## config.mk

```make
export PLATFORM = sky130hd
export DESIGN_NAME = plc_input_image
export DESIGN_NICKNAME = d
export VERILOG_FILES = /design/src/rtl/plc_input_image.sv
export SDC_FILE = /design/constraint.sdc
export NUM_CORES = 1
export LEC_CHECK = 0
export BUFFER_PORTS_ARGS = -buffer_cell sky130_fd_sc_hd__buf_2
export CORE_MARGIN = 2
export CORE_UTILIZATION = 53
export CTS_CLUSTER_DIAMETER = 120
export CTS_CLUSTER_SIZE = 10
export DETAILED_ROUTE_END_ITERATION = 6
export GPL_ROUTABILITY_DRIVEN = 1
export PLACE_DENSITY = 0.75
export SLEW_MARGIN = 0
export SYNTH_ARGS = -nofsm -noshare
export SYNTH_HDL_FRONTEND = slang
export SYNTH_SLANG_ARGS = --single-unit
```

## constraint.sdc

```tcl
create_clock -name zegar -period 1.7 [get_ports zegar]
set_input_delay 0.17 -clock zegar [delete_from_list [all_inputs] [get_ports zegar]]
set_output_delay 0.17 -clock zegar [all_outputs]
set_load 0.1 [all_outputs]
```

## src/rtl/plc_input_image.sv

```systemverilog
// Input-scan stage: synchronises and debounces eight field-input bytes and freezes
// a process-input image on request. Optional forcing via `INPUT_FORCE_EN.
module plc_input_image #(
  parameter int unsigned PRESC   = 4,
  parameter int unsigned DEB_CNT = 3,
  parameter int unsigned CNT_W   = 4
) (
  input  logic       zegar,
  input  logic       reset,
  input  logic [7:0] raw0,
  input  logic [7:0] raw1,
  input  logic [7:0] raw2,
  input  logic [7:0] raw3,
  input  logic [7:0] raw4,
  input  logic [7:0] raw5,
  input  logic [7:0] raw6,
  input  logic [7:0] raw7,
  input  logic       scan_req,
`ifdef INPUT_FORCE_EN
  input  logic       force_we,
  input  logic [2:0] force_sel,
  input  logic [7:0] force_mask,
  input  logic [7:0] force_val,
`endif
  output logic       scan_ack,
  output logic [7:0] I0,
  output logic [7:0] I1,
  output logic [7:0] I2,
  output logic [7:0] I3,
  output logic [7:0] I4,
  output logic [7:0] I5,
  output logic [7:0] I6,
  output logic [7:0] I7,
  output logic       image_changed,
  output logic       deb_busy
);

  typedef enum logic [1:0] {
    ST_IDLE,
    ST_ACK,
    ST_HOLD
  } state_e;

  localparam int unsigned PW = (PRESC > 1) ? $clog2(PRESC) : 1;
  localparam logic [PW-1:0]    PRESC_LAST = PW'(PRESC - 1);
  localparam logic [CNT_W-1:0] CNT_LAST   = CNT_W'(DEB_CNT - 1);

  logic [7:0][7:0] raw_a;

  logic [7:0][7:0]       sync1_q, sync1_d;
  logic [7:0][7:0]       sync2_q, sync2_d;
  logic [7:0][7:0]       cand_q,  cand_d;
  logic [7:0][7:0]       deb_q,   deb_d;
  logic [7:0][CNT_W-1:0] cnt_q,   cnt_d;
  logic [PW-1:0]         presc_q, presc_d;
  logic [7:0][7:0]       img_q,   img_d;
  logic                  scan_ack_q, scan_ack_d;
  logic                  image_changed_q, image_changed_d;
  state_e                state_q, state_d;

  logic            tick;
  logic [7:0][7:0] new_img;

  assign raw_a = {raw7, raw6, raw5, raw4, raw3, raw2, raw1, raw0};

  // Two-flop synchroniser per byte
  always_comb begin
    sync1_d = raw_a;
    sync2_d = sync1_q;
  end

  // Free-running prescaler; with PRESC=1 the counter stays at 0 and tick is constant
  always_comb begin
    tick    = (presc_q == PRESC_LAST);
    presc_d = tick ? '0 : presc_q + 1'b1;
  end

  always_comb begin
    cand_d   = cand_q;
    deb_d    = deb_q;
    cnt_d    = cnt_q;
    deb_busy = 1'b0;
    for (int unsigned n = 0; n < 8; n++) begin
      deb_busy = deb_busy | (cand_q[n] != deb_q[n]);
      if (tick) begin
        if (sync2_q[n] != cand_q[n]) begin
          cand_d[n] = sync2_q[n];
          cnt_d[n]  = '0;
        end else if (cand_q[n] != deb_q[n]) begin
          if (cnt_q[n] == CNT_LAST) begin
            deb_d[n] = cand_q[n];
            cnt_d[n] = '0;
          end else begin
            cnt_d[n] = cnt_q[n] + 1'b1;
          end
        end else begin
          cnt_d[n] = '0;
        end
      end
    end
  end

`ifdef INPUT_FORCE_EN
  logic [7:0][7:0] mask_q, mask_d;
  logic [7:0][7:0] val_q,  val_d;

  always_comb begin
    mask_d = mask_q;
    val_d  = val_q;
    if (force_we) begin
      mask_d[force_sel] = force_mask;
      val_d[force_sel]  = force_val;
    end
    for (int unsigned n = 0; n < 8; n++) begin
      new_img[n] = (deb_q[n] & ~mask_q[n]) | (val_q[n] & mask_q[n]);
    end
  end

  always_ff @(posedge zegar) begin
    if (reset) begin
      mask_q <= '0;
      val_q  <= '0;
    end else begin
      mask_q <= mask_d;
      val_q  <= val_d;
    end
  end
`else
  always_comb begin
    new_img = deb_q;
  end
`endif

  // Latch uses pre-edge deb, so a same-edge debounce update shows at the next scan
  always_comb begin
    state_d         = state_q;
    img_d           = img_q;
    scan_ack_d      = 1'b0;
    image_changed_d = image_changed_q;
    unique case (state_q)
      ST_IDLE: begin
        if (scan_req) begin
          img_d           = new_img;
          image_changed_d = (new_img != img_q);
          scan_ack_d      = 1'b1;
          state_d         = ST_ACK;
        end
      end
      ST_ACK: begin
        state_d = ST_HOLD;
      end
      ST_HOLD: begin
        if (!scan_req) begin
          state_d = ST_IDLE;
        end
      end
      default: begin
        state_d = ST_IDLE;
      end
    endcase
  end

  always_ff @(posedge zegar) begin
    if (reset) begin
      sync1_q         <= '0;
      sync2_q         <= '0;
      cand_q          <= '0;
      deb_q           <= '0;
      cnt_q           <= '0;
      presc_q         <= '0;
      img_q           <= '0;
      scan_ack_q      <= 1'b0;
      image_changed_q <= 1'b0;
      state_q         <= ST_IDLE;
    end else begin
      sync1_q         <= sync1_d;
      sync2_q         <= sync2_d;
      cand_q          <= cand_d;
      deb_q           <= deb_d;
      cnt_q           <= cnt_d;
      presc_q         <= presc_d;
      img_q           <= img_d;
      scan_ack_q      <= scan_ack_d;
      image_changed_q <= image_changed_d;
      state_q         <= state_d;
    end
  end

  assign scan_ack      = scan_ack_q;
  assign image_changed = image_changed_q;
  assign I0 = img_q[0];
  assign I1 = img_q[1];
  assign I2 = img_q[2];
  assign I3 = img_q[3];
  assign I4 = img_q[4];
  assign I5 = img_q[5];
  assign I6 = img_q[6];
  assign I7 = img_q[7];

endmodule

```

### After elaboration in Yosys (flattened, before gate mapping)

Cells that the tools add are included.

| word-level totals | value |
|---|---|
| register bits | 358 |
| input port bits | 67 |
| output and inout port bits | 67 |
| logic and storage cells | 156 |

| cells by class | value |
|---|---|
| add/subtract/negate cells | 9 |
| eq/ne operators | 30 |
| muxes and demuxes | 28 |
| bitwise logic cells | 16 |
| reduce and logical (&&, ||, !) cells | 21 |

Operators by type and width:

| kind | count |
|---|---|
| $ne 8x8->1 | 16 |
| $mux 4 | 24 |
| $ne 64x64->1 | 1 |
| $add 4x1->4 const B | 8 |
| $eq 4x2->1 const B | 8 |
| $reduce_and 4->1 | 8 |
| $reduce_and 2->1 | 10 |
| $not 1->1 | 9 |
| $or 1x1->1 | 7 |
| $pmux 2 s3 | 1 |
| $eq 2x2->1 const B | 2 |
| $mux 2 | 2 |
| $ne 2x2->1 const B | 2 |
| $reduce_or 2->1 | 2 |
| $add 2x1->2 const B | 1 |
| $eq 2x1->1 const B | 1 |
| $logic_not 2->1 | 1 |
| $mux 1 | 1 |

### Longest topological paths before layout

Gate-level depths: netlist of run 1.

| depth | value |
|---|---|
| word-level depth | 8 |
| depth in mapped cells | 8 |

### Least setup slack after synthesis of run 1

No wires, ideal clock.

| path | value |
|---|---|
| path kind | register to output |
| from | register cand_q[57] in the netlist's numbering |
| to | output deb_busy |
| arrival | 2.021 ns |
| slack | -0.491 ns |
| cell stages (with the launch flop) | 5 |
| buffers on the path | 0 |
| path through | dfxtp_1 > xor2_1 > nor4_1 > nand4_1 > or4_1 |

| on the way | value |
|---|---|
| longest elaborated chain between the ends | 2 |

Ends and longest elaborated chain:

| element | RTL line | RTL |
|---|---|---|
| from (decl) | 52 | `logic [7:0][7:0] cand_q, cand_d;` |
| from (signal assigned) | 178 | `cand_q <= cand_d;` |
| $ne 8x8->1 | 84 | `deb_busy = deb_busy \| (cand_q[n] != deb_q[n]);` |
| $or 1x1->1 | 84 |  |
| to (decl) | 35 | `output logic deb_busy` |

No other way between the ends.

### Worst setup path in the final report of run 1

| path | value |
|---|---|
| from | register cand_q[26] in the netlist's numbering |
| to | output deb_busy |

| on the way | value |
|---|---|
| longest elaborated chain between the ends | 6 |

Ends and longest elaborated chain:

| element | RTL line |
|---|---|
| $ne 8x8->1 | 84 |
| $or 1x1->1 (5 in series) | 84 |

No other way between the ends.

==> summary.txt, run 1 <==
Outcome
  – Status: finished with violations
  – Failing checks: setup timing

Global routing
  – Vias in the first global route: around 13,000
  – Initial antenna violation count: 0
  – GRT Util Overall: 28.2%
  – Largest net degree at the start of global routing: approximately 120
  – Global-route wire length before repair: about 64 mm
  – Total congestion overflow: 0

Worst setup path
  – WS Path Type: flip-flop to output port
  – Cell breakdown of the critical path: xor2_1, nor4_2, nand4_1, or4_4, buf_12
  – Crit end category: output port
  – CP top delay family: simple AND/OR/NAND/NOR gates
  – Max FO, Critical Path: 2
  – Slowest Stage Delay on Critical Path: a little over 600 ps
  – Arrival time at the worst endpoint: between 2000 and 3000 ps
  – Worst Setup Start Kind: flip-flop
  – Worst path bufs/invs: 1
  – CP required: 1530 ps
  – CP max stage cell: or4_4

Power and ir drop
  – Int Pwr: 13,600 uW
  – Flop pwr share: 48.6%
  – Total net switching power: 4240 uW
  – Peak supply drop: 0.816 mV
  – Combinational group share of total power: 9.1%
  – LEAKAGE: about 0.0096 uW
  – Sw frac: 23.7%
  – Clk network pwr share: 42.2%
  – Pwr dens: 851 nW/um2

Die
  – Die height: 168 um
  – Die Wd: 168 um
  – Die Area: 28,300 um2
  – I/O pins: 134
  – Core ar.: 26,700 um2
  – Num rows: 60
  – Initial Util: 53.5%

STA
  – Hold Fails Final Rpt: 0
  – Fin crit share: 159%
  – Relative slew slack: 53.5%
  – Final Setup Violations: around 140
  – Clock skew: 12.9 ps
  – Final Worst Setup Slack: -1010 ps
  – Setup TNS: -18,910 ps
  – Fmax: 369 MHz
  – Fin crit period: roughly 2700 ps
  – Final Max Tran Viols: 0
  – RSZ-0062 raised after global routing: true
  – Worst-margin pin slew: 688 ps

Placement
  – Detailed placement HPWL: between 20 and 25 mm
  – Area after DPL: 17,100 um2
  – IO Port Bufs: 133
  – Placed instance count: approximately 2,100
  – Placer Congestion: roughly 0.86

Clocking
  – Root buffer cell: clkbuf_16
  – H-tree depth: 2
  – TritonCTS clock tree: built
  – Maximum clock path buffer count: 3
  – Total clock sinks: 358
  – Clock slew at reported path FFs: 60 ps
  – Total clock buffers created by CTS: 41
  – Clk Latency, worst-skew pair: between 500 and 600 ps

Route
  – Detailed Route WL: 45.5 mm
  – DRT antenna net count: 0
  – Iteration-0 DRC Markers: 1,197
  – Via count: approximately 13,000
  – Wire length per cell: approximately 20 um
  – DR pass1 iterations: 5
  – Remaining DRCs: 0
  – DR vias/cell: 5.62

Cells and area
  – Fin area: 21,000 um2
  – Finished Layout Cells: 2,273
  – Area delta synth->final: 46.7%
  – Most common cell after layout, fill and taps aside: dfxtp_1
  – Most frequent cells in the layout: dfxtp_1 (211), buf_4 (189), nand2_1 (182)
  – FILL cells: 1,448
  – Share of cells above drive strength 1: 40.6%
  – Nets@finish: between 2,000 and 2,500
  – Inserted Diodes: 0

Min path
  – Hold WC Path Type: primary input to flip-flop

Logic synthesis
  – Syn_nets: 1,557
  – Library cells used by synthesis: 48
  – Ys Warns: 0
  – Synth Register Bits: ~360
  – Cell count after synthesis: 1,477
  – Syn avg cell area: 9.69 um2
  – Sequential share of the synthesized area: roughly 50%
  – Syn Std Cell Area: about 14,000 um2

Job
  – Max_cap viols: 0
worst paths after layout:
kind	startpoint	end	slack, ps	cells past startpoint
max	cand_q[26]	deb_busy	-1010	5
min reg2reg	sync1_q[44]	sync2_q[44]	420	1
min	scan_req	state_q[1]	90	4
max reg2reg	cand_q[4]	deb_q[3]	-380	9
cells in the mapped netlist, drive strengths merged:
| cell | n | area share (%) |
|---|---|---|
| ha | 13 | 1.1 |
| nor3 | 10 | 0.35 |
| nand2b | 9 | 0.39 |
| a22oi | 1 | 0.052 |
| xnor2 | 80 | 4.9 |
| o21ai | 17 | 0.80 |
| nand4b | 6 | 0.37 |
| a32o | 1 | 0.070 |
| and3 | 1 | 0.044 |
| nand3 | 25 | 0.87 |
| and2 | 5 | 0.22 |
| nor2 | 126 | 3.3 |
| inv | 7 | 0.18 |
| nand4 | 33 | 1.4 |
| a211oi | 6 | 0.42 |
| bufbuf | 1 | 0.23 |
| nand2 | 184 | 4.8 |
| or4 | 1 | 0.052 |
| nand3b | 1 | 0.052 |
| a21oi | 97 | 3.4 |
| or3b | 1 | 0.061 |
| nor4 | 29 | 1.4 |
| dfxtp | 358 | 50 |
| nor3b | 2 | 0.10 |
| a31oi | 3 | 0.13 |
| a2111oi | 3 | 0.36 |
| a311oi | 6 | 0.37 |
| a41oi | 6 | 0.37 |
| clkinv | 1 | 0.026 |
| o211ai | 1 | 0.052 |
| a2111o | 7 | 0.55 |
| nor4b | 3 | 0.23 |
| mux2i | 113 | 7.9 |
| nor2b | 128 | 5.6 |
| buf | 22 | 0.81 |
| xor2 | 114 | 7.0 |
| a41o | 8 | 0.56 |
| clkbuf | 48 | 1.3 |
metrics by stage:
step | hold WS [ps] | power [uW] | util, % | worst slack [ps]
after global routing | 91.8 | 18300 | 78.6 | -1040
after global placement | 378 | 9930 | 64.0 | -460
final | 89.3 | 17900 | 78.6 | -1010
after detailed placement | 382 | 9960 | 64.0 | -461
after CTS | 42.1 | 17700 | 74.9 | -909
after floorplan | 298 | 9510 | - | -185
layer usage:
| metal | vias to the layer above | global-route usage [%] | wire (um) |
|---|---|---|---|
| met5 | - | 0 | 0 |
| met4 | 0 | 12.8 | 2540 |
| met3 | 186 | 4.37 | 3050 |
| met2 | 575 | 50.0 | 22700 |
| met1 | 6188 | 33.7 | 17200 |
| li1 | 5828 | - | - |
layout make-up:
cell class	count	area (um2)	area share, %
Multi-Input combinational cell	1040	8100	38.6
Sequential cell	358	7360	35.0
Timing Repair Buffer	482	4020	19.1
Clock buffer	42	1040	4.95
Tap cell	341	427	2.03
Inverter	8	35.0	0.167
Clock inverter	2	17.5	0.0834
flip-flops by register name (all words and copies together) (netlist names):
register / count
I7: 8
I2: 8
state_q: 2
I0: 8
I4: 8
I3: 8
cand_q: 64
image_changed: 1
cnt_q: 32
presc_q: 2
sync1_q: 64
I1: 8
scan_ack: 1
I6: 8
deb_q: 64
sync2_q: 64
I5: 8
power by group through the flow:
stage / clock, uW / sequential (uW) / combinational, uW
global placement: 0 / 8820 / 1110
floorplan: 0 / 8830 / 684
global route: 7920 / 8700 / 1710
detailed placement: 0 / 8830 / 1130
CTS: 7540 / 8660 / 1440
finish: 7550 / 8690 / 1630
kinds of logic (layout without fill, tap and decap cells):
kind of cell    Yosys count  count (layout)  share of synthesized area (%)
compound gates          156             156                           7.13
xor+xnor                194             194                           11.9
fa+ha+maj                13              13                           1.14
buf+inv                  79             534                           2.51
flops                   358             358                           50.1
mux                     113             113                           7.90
simple gates            564             564                           19.4
worst reg2reg max path, delay by kind of cell, from the launching register on:
| kind | cells | cell delay, ps |
|---|---|---|
| AND/OR/NAND/NOR | 1 | 230 |
| AO/OA/AOI/OAI | 3 | 720 |
| buffers and inverters | 4 | 580 |
| flip-flops | 1 | 330 |
| XOR/XNOR | 1 | 120 |
what timing repair did:
| action | in CTS | in global routing |
|---|---|---|
| endpoints found under the hold margin | 68 | 0 |
| pin swaps | 107 | 112 |
| setup endpoints to repair | 131 | 196 |
| hold buffers | 69 | 0 |
| setup buffers | 31 | 30 |
| cloned | 4 | 0 |
| resized for setup | 189 | 186 |
Note: power is estimated with default switching activity, not from simulation.
==> run 2, diff against run 1 <==
- ABC_AREA: unset -> 1
- CORE_UTILIZATION: 53 -> 54
- MAX_ROUTING_LAYER: unset -> met4
- PLACE_DENSITY: 0.75 -> 0.76
==> summary.txt, run 2 <==
Outcome
  – Status: finished with violations
  – Failing checks: setup timing

Job
  – Max_cap viols: 0

Cells and area
  – FILL cells: 2,005
  – Share of cells above drive strength 1: 27.5%
  – Inserted Diodes: 0
  – Nets@finish: 2,725
  – Fin area: 20,800 um2
  – Most frequent cells in the layout: nand2_1 (530), inv_1 (320), nor2_1 (265)
  – Area of the multi-input gates: 6990 um2
  – Finished Layout Cells: 3,022
  – Area delta synth->final: 34.6%
  – Most common cell after layout, fill and taps aside: nand2_1
  – Register area: 7350 um2

STA
  – RSZ-0062 raised after global routing: true
  – Hold slack: about 380 ps
  – Hold Fails Final Rpt: 0
  – Setup TNS: -561 ps
  – Relative slew slack: 62.9%
  – Worst-margin pin slew: roughly 560 ps
  – Fmax: 446 MHz
  – Fin crit share: 132%
  – Clock skew: between 10 and 15 ps
  – Final Setup Violations: 2
  – Fin crit period: 2240 ps
  – Final Max Tran Viols: 0
  – Final Worst Setup Slack: -543 ps

Power and ir drop
  – Flop pwr share: 44.4%
  – Peak supply drop: 0.784 mV
  – Combinational group share of total power: 19.7%
  – Final total power: 20,600 uW
  – LEAKAGE: 0.00963 uW
  – Int Pwr: 14,500 uW
  – Pwr dens: 991 nW/um2
  – Sw frac: 29.8%
  – Clk network pwr share: 35.9%
  – Total net switching power: 6150 uW

Route
  – Via count: 15,200
  – DR pass1 iterations: 5
  – Detailed Route WL: ~43 mm
  – Remaining DRCs: 0
  – Wire length per cell: 14.4 um
  – Iteration-0 DRC Markers: 1,189
  – DRT antenna net count: 0
  – DR vias/cell: 5.05

Logic synthesis
  – Cell count after synthesis: 2,203
  – Top cells by area, synth: dfxtp_1 (46%), nand2_1 (13%), inv_1 (8.4%), nor2_1 (6.9%), a21oi_1 (5.6%)
  – Synth top cells by count: nand2_1 (553), dfxtp_1 (358), inv_1 (344), nor2_1 (284), a21oi_1 (174)
  – Multiplexer share of the synthesized area: 0%
  – Synth Area in XOR/XNOR: 3.63%
  – Post-synth top flop: dfxtp_1
  – Most numerous cell in the Yosys netlist: nand2_1
  – Post-synth EDFFs: 0
  – Synth Register Bits: 358
  – Async S/R FF share, synth: 0%
  – Largest family of logic cells by synthesized area: simple AND/OR/NAND/NOR gates
  – Sequential share of the synthesized area: 46.4%
  – Syn_nets: 2,283
  – Adder-Cell Fraction of Synth Area: 1.05%
  – Synth Area in Compound Gates: approximately 12%
  – Library cells used by synthesis: 34
  – Syn avg cell area: 7.01 um2
  – Synth top area share: approximately 46%
  – Syn Std Cell Area: ~15,000 um2
  – Ys Warns: 0
  – Post-Synth Simple-Gate Area: between 20 and 30%
  – Area leader, netlist: dfxtp_1

Clocking
  – Total clock buffers created by CTS: 41
  – Maximum clock path buffer count: 3
  – Clock slew at reported path FFs: 50 ps
  – H-tree depth: 2
  – TritonCTS clock tree: built
  – Root buffer cell: clkbuf_16
  – Total clock sinks: approximately 360
  – Clk Latency, worst-skew pair: 520 ps

Worst setup path
  – Max FO, Critical Path: 4
  – CP required: ~1500 ps
  – Critical R2R Capture: deb_q[6]
  – Cell breakdown of the critical path: inv_2, nand2_2, nand2_2, nor2_2, nand2_1, nor2_1, buf_4, nand4_1, or2_4, buf_12
  – Slowest Stage Delay on Critical Path: roughly 370 ps
  – Crit path top cell by count: nand2_2
  – R2R Setup Slk: -20 ps
  – CP max stage cell: dfxtp_4
  – Crit end category: output port
  – WS Path Type: flip-flop to output port
  – Arrival time at the worst endpoint: 2070 ps
  – R2R cell count: 10
  – Worst Setup Start Kind: flip-flop
  – RR Startpoint: cand_q[4]

Die
  – Num rows: 61
  – Die height: between 150 and 200 um
  – Die Area: 30,000 um2
  – Die Wd: 173 um
  – I/O pins: approximately 130
  – Core ar.: 27,900 um2
  – Initial Util: between 50% and 60%

Global routing
  – Initial antenna violation count: 0
  – Vias in the first global route: 14,800
  – Global-route wire length before repair: 69.1 mm
  – Largest net degree at the start of global routing: about 70
  – GRT Util Overall: roughly 29%
  – Total congestion overflow: 0

Min path
  – Hold path cells: 4
  – Hold_sp: raw1[1]
  – Hold path endpoint: sync1_q[9]
  – Hold WC Path Type: primary input to flip-flop

Placement
  – Placed instance count: between 2,000 and 3,000
  – IO Port Bufs: around 130
  – Placer Congestion: about 0.86
  – Detailed placement HPWL: 28.5 mm
  – Area after DPL: between 15,000 and 20,000 um2
## run 2: power by group through the flow
stage | Clock [uW] | Combinational (uW) | Sequential [uW]
6_report | 7400 | 4060 | 9150
5_1_grt | 7800 | 4350 | 9180
4_1_cts | 7480 | 3760 | 9120
3_5_place_dp | 0 | 3520 | 9290
3_3_place_gp | 0 | 3440 | 9270
2_1_floorplan | 0 | 1530 | 10100
## run 2: timing repair
item / CTS / global route
endpoints found under the hold margin: 72 / 0
endpoints found under the setup margin: 11 / 108
cloned: 0 / 2
gates resized for setup: 45 / 171
hold buffers: 75 / 0
pin swaps: 6 / 77
buffers inserted: 1 / 22
## run 2: worst max-delay path: cells and delay by family, from the launching register on
| family | cells | cell delay [ps] |
|---|---|---|
| buffers and inverters | 3 | 360 |
| flip-flops | 1 | 370 |
| AND/OR/NAND/NOR | 7 | 830 |
## run 2: area by class of cell
class,count,area share [%]
tap,378,2.28
clock buffer,42,5.00
multi-input combinational,1422,33.6
sequential,358,35.3
inverter,351,6.38
timing repair buffer,471,17.4
## run 2: layer usage
layer / wire length, um / global-route usage [%]
met1: 18100 / 33.9
met2: 21000 / 48.8
met3: 2630 / 4.20
met4: 1690 / 11.0
met5: 0 / -
## run 2: logic make-up (layout without fill, tap and decap cells)
| family | Yosys count | in the layout |
|---|---|---|
| simple gates | 979 | 980 |
| buf+inv | 424 | 864 |
| compound gates | 365 | 365 |
| flops | 358 | 358 |
| xor+xnor | 64 | 64 |
| fa+ha+maj | 13 | 13 |
## run 2: worst max-delay path by stage
stage / startpoint / to / slack, ps / cells after the start
after floorplan: I6[2] / image_changed / 0.8 / 7
after global placement: cand_q[40] / deb_busy / -190 / 9
after detailed placement: cand_q[40] / deb_busy / -220 / 9
after CTS: cand_q[12] / deb_busy / -510 / 10
after global routing: cand_q[9] / deb_busy / -640 / 10
final: deb_q[13] / deb_busy / -540 / 10
## run 2: stage by stage
stage               setup WS, ps  util [%]
floorplan                  0.845         -
global placement            -193      65.4
detailed placement          -217      65.4
CTS                         -511      72.1
global route                -640      74.4
finish                      -543      74.4
==> run 3, diff against run 2 <==
- RECOVER_POWER: unset -> 25
==> summary.txt, run 3 (synthesis gave the netlist of run 2 again) <==
Power and ir drop
  – Combinational group share of total power: 19.7%
  – Int Pwr: 14,500 uW
  – LEAKAGE: roughly 0.0096 uW
  – Sw frac: 29.8%
  – Peak supply drop: between 0.7 and 0.8 mV
  – Final total power: ~21,000 uW
  – Total net switching power: 6140 uW
  – Flop pwr share: 44.4%
  – Clk network pwr share: 35.9%
  – Pwr dens: 991 nW/um2

Global routing
  – Vias in the first global route: 14,800
  – Global-route wire length before repair: 69.1 mm
  – Initial antenna violation count: 0
  – GRT Util Overall: 28.5%
  – Largest net degree at the start of global routing: 71
  – Total congestion overflow: 0

Worst setup path
  – Arrival time at the worst endpoint: 2070 ps
  – Slowest Stage Delay on Critical Path: between 300 and 400 ps
  – Crit path top cell by count: nand2_2
  – RR Startpoint: cand_q[4]
  – Worst setup path start: deb_q[13]
  – R2R Setup Slk: -20 ps
  – Crit end category: output port
  – CP endpoint: deb_busy
  – Max FO, Critical Path: 4
  – Critical R2R Capture: deb_q[6]
  – Worst path bufs/invs: 3
  – R2R cell count: 10
  – Crit path depth: 10
  – CP max stage cell: dfxtp_4
  – WS Path Type: flip-flop to output port
  – Cell breakdown of the critical path: inv_2, nand2_2, nand2_2, nor2_2, nand2_1, nor2_1, buf_4, nand4_1, or2_4, buf_12
  – CP top delay family: simple AND/OR/NAND/NOR gates
  – Worst Setup Start Kind: flip-flop
  – CP required: 1530 ps

Die
  – Core ar.: around 28,000 um2
  – Die height: ~170 um
  – Die Area: 30,000 um2
  – Num rows: between 60 and 70
  – Initial Util: 55.3%
  – Die Wd: 173 um
  – I/O pins: 134

Route
  – Via count: 15,300
  – DR pass1 iterations: 5
  – Detailed Route WL: 43.4 mm
  – Iteration-0 DRC Markers: ~1,200
  – DRT antenna net count: 0
  – Wire length per cell: approximately 14 um
  – Remaining DRCs: 0
  – DR vias/cell: 5.05

STA
  – Final Max Tran Viols: 0
  – Relative slew slack: 53.6%
  – Final Setup Violations: 165
  – Final Worst Setup Slack: -545 ps
  – RSZ-0062 raised after global routing: true
  – Setup TNS: -17,510 ps
  – Clock skew: 9.45 ps
  – Worst-margin pin slew: 696 ps
  – Fin crit period: around 2200 ps
  – Hold Fails Final Rpt: 0
  – Fmax: around 450 MHz
  – Fin crit share: 132%

Min path
  – Hold_sp: raw1[1]
  – Hold WC Path Type: primary input to flip-flop

Cells and area
  – Share of cells above drive strength 1: between 20% and 30%
  – Inserted Diodes: 0
  – Nets@finish: between 2,000 and 3,000
  – FILL cells: between 2,000 and 2,500
  – Most frequent cells in the layout: nand2_1 (530), inv_1 (320), nor2_1 (265)
  – Area delta synth->final: 34.5%
  – Most common cell after layout, fill and taps aside: nand2_1
  – Finished Layout Cells: about 3,000

Clocking
  – TritonCTS clock tree: built
  – H-tree depth: 2
  – Clock slew at reported path FFs: 50 ps
  – Total clock buffers created by CTS: 41
  – Total clock sinks: 358
  – Maximum clock path buffer count: 3
  – Root buffer cell: clkbuf_16
  – Clk Latency, worst-skew pair: approximately 520 ps

Placement
  – Placer Congestion: ~0.86
  – Placed instance count: 2,881
  – IO Port Bufs: 133
  – Detailed placement HPWL: 28.5 mm

Outcome
  – Status: finished with violations
  – Failing checks: setup timing

Job
  – Max_cap viols: 0
[run 3: cell types whose count changed in the layout (fill, tap and decap cells not counted)]
cell and delta:
clkbuf_2 +2, buf_12 -1, buf_4 -1
[run 3: area by class of cell]
type                       instances  area (um2)  share of cell area (%)
clock buffer                      42        1040                    5.01
inverter                         351        1330                    6.39
multi-input combinational       1422        6990                    33.6
sequential                       358        7350                    35.4
tap                              378         473                    2.28
timing repair buffer             471        3600                    17.3
[run 3: routing by layer]
layer  up-vias  wire, um  global-route usage, %
met4         0      1690                   11.0
met3       123      2720                   4.20
met1      7014     18000                   33.9
met5         -         0                      -
li1       7617         -                      -
met2       502     21000                   48.8
[run 3: how the worst min path moves through the flow]
| stage | slack (ps) | end | cells after the start |
|---|---|---|---|
| floorplan | 280 | sync1_q[0] | 2 |
| global placement | 370 | sync1_q[17] | 3 |
| detailed placement | 370 | sync1_q[7] | 3 |
| CTS | 370 | sync1_q[9] | 4 |
| global route | 410 | sync2_q[8] | 2 |
| finish | 380 | sync1_q[9] | 4 |
[run 3: repair_timing]
| item | CTS | global route |
|---|---|---|
| endpoints found under the hold margin | 72 | 0 |
| setup buffers | 1 | 22 |
| setup endpoints to repair | 11 | 108 |
| gates resized for setup | 45 | 171 |
| hold buffers | 75 | 0 |
| pin swaps | 6 | 77 |
| gates cloned | 0 | 2 |
[run 3: power groups by stage]
stage               Sequential (uW)  Combinational (uW)  Clock, uW
global placement               9270                3440          0
global route                   9180                4350       7800
floorplan                     10100                1530          0
detailed placement             9290                3520          0
CTS                            9120                3760       7480
finish                         9150                4050       7390
[run 3: worst register-to-register path: stages, from the launching register on]
cell,delay [ps]
dfxtp_2,330
buf_4,140
xnor2_2,130
nand2_1,80
nor2_2,180
nand2_2,120
nor2_4,260
nand2_8,120
nand2_2,100
nand2_2,50
nor2_2,140
[run 3: stage by stage]
stage / area, um2 / hold WS, ps / util (%) / setup WS (ps)
finish: 20800 / 377 / 74.4 / -545
global placement: 18300 / 368 / 65.4 / -193
CTS: 20200 / 366 / 72.1 / -511
detailed placement: 18300 / 375 / 65.4 / -217
global route: 20800 / 407 / 74.4 / -640
floorplan: 15500 / 277 / - / 0.845
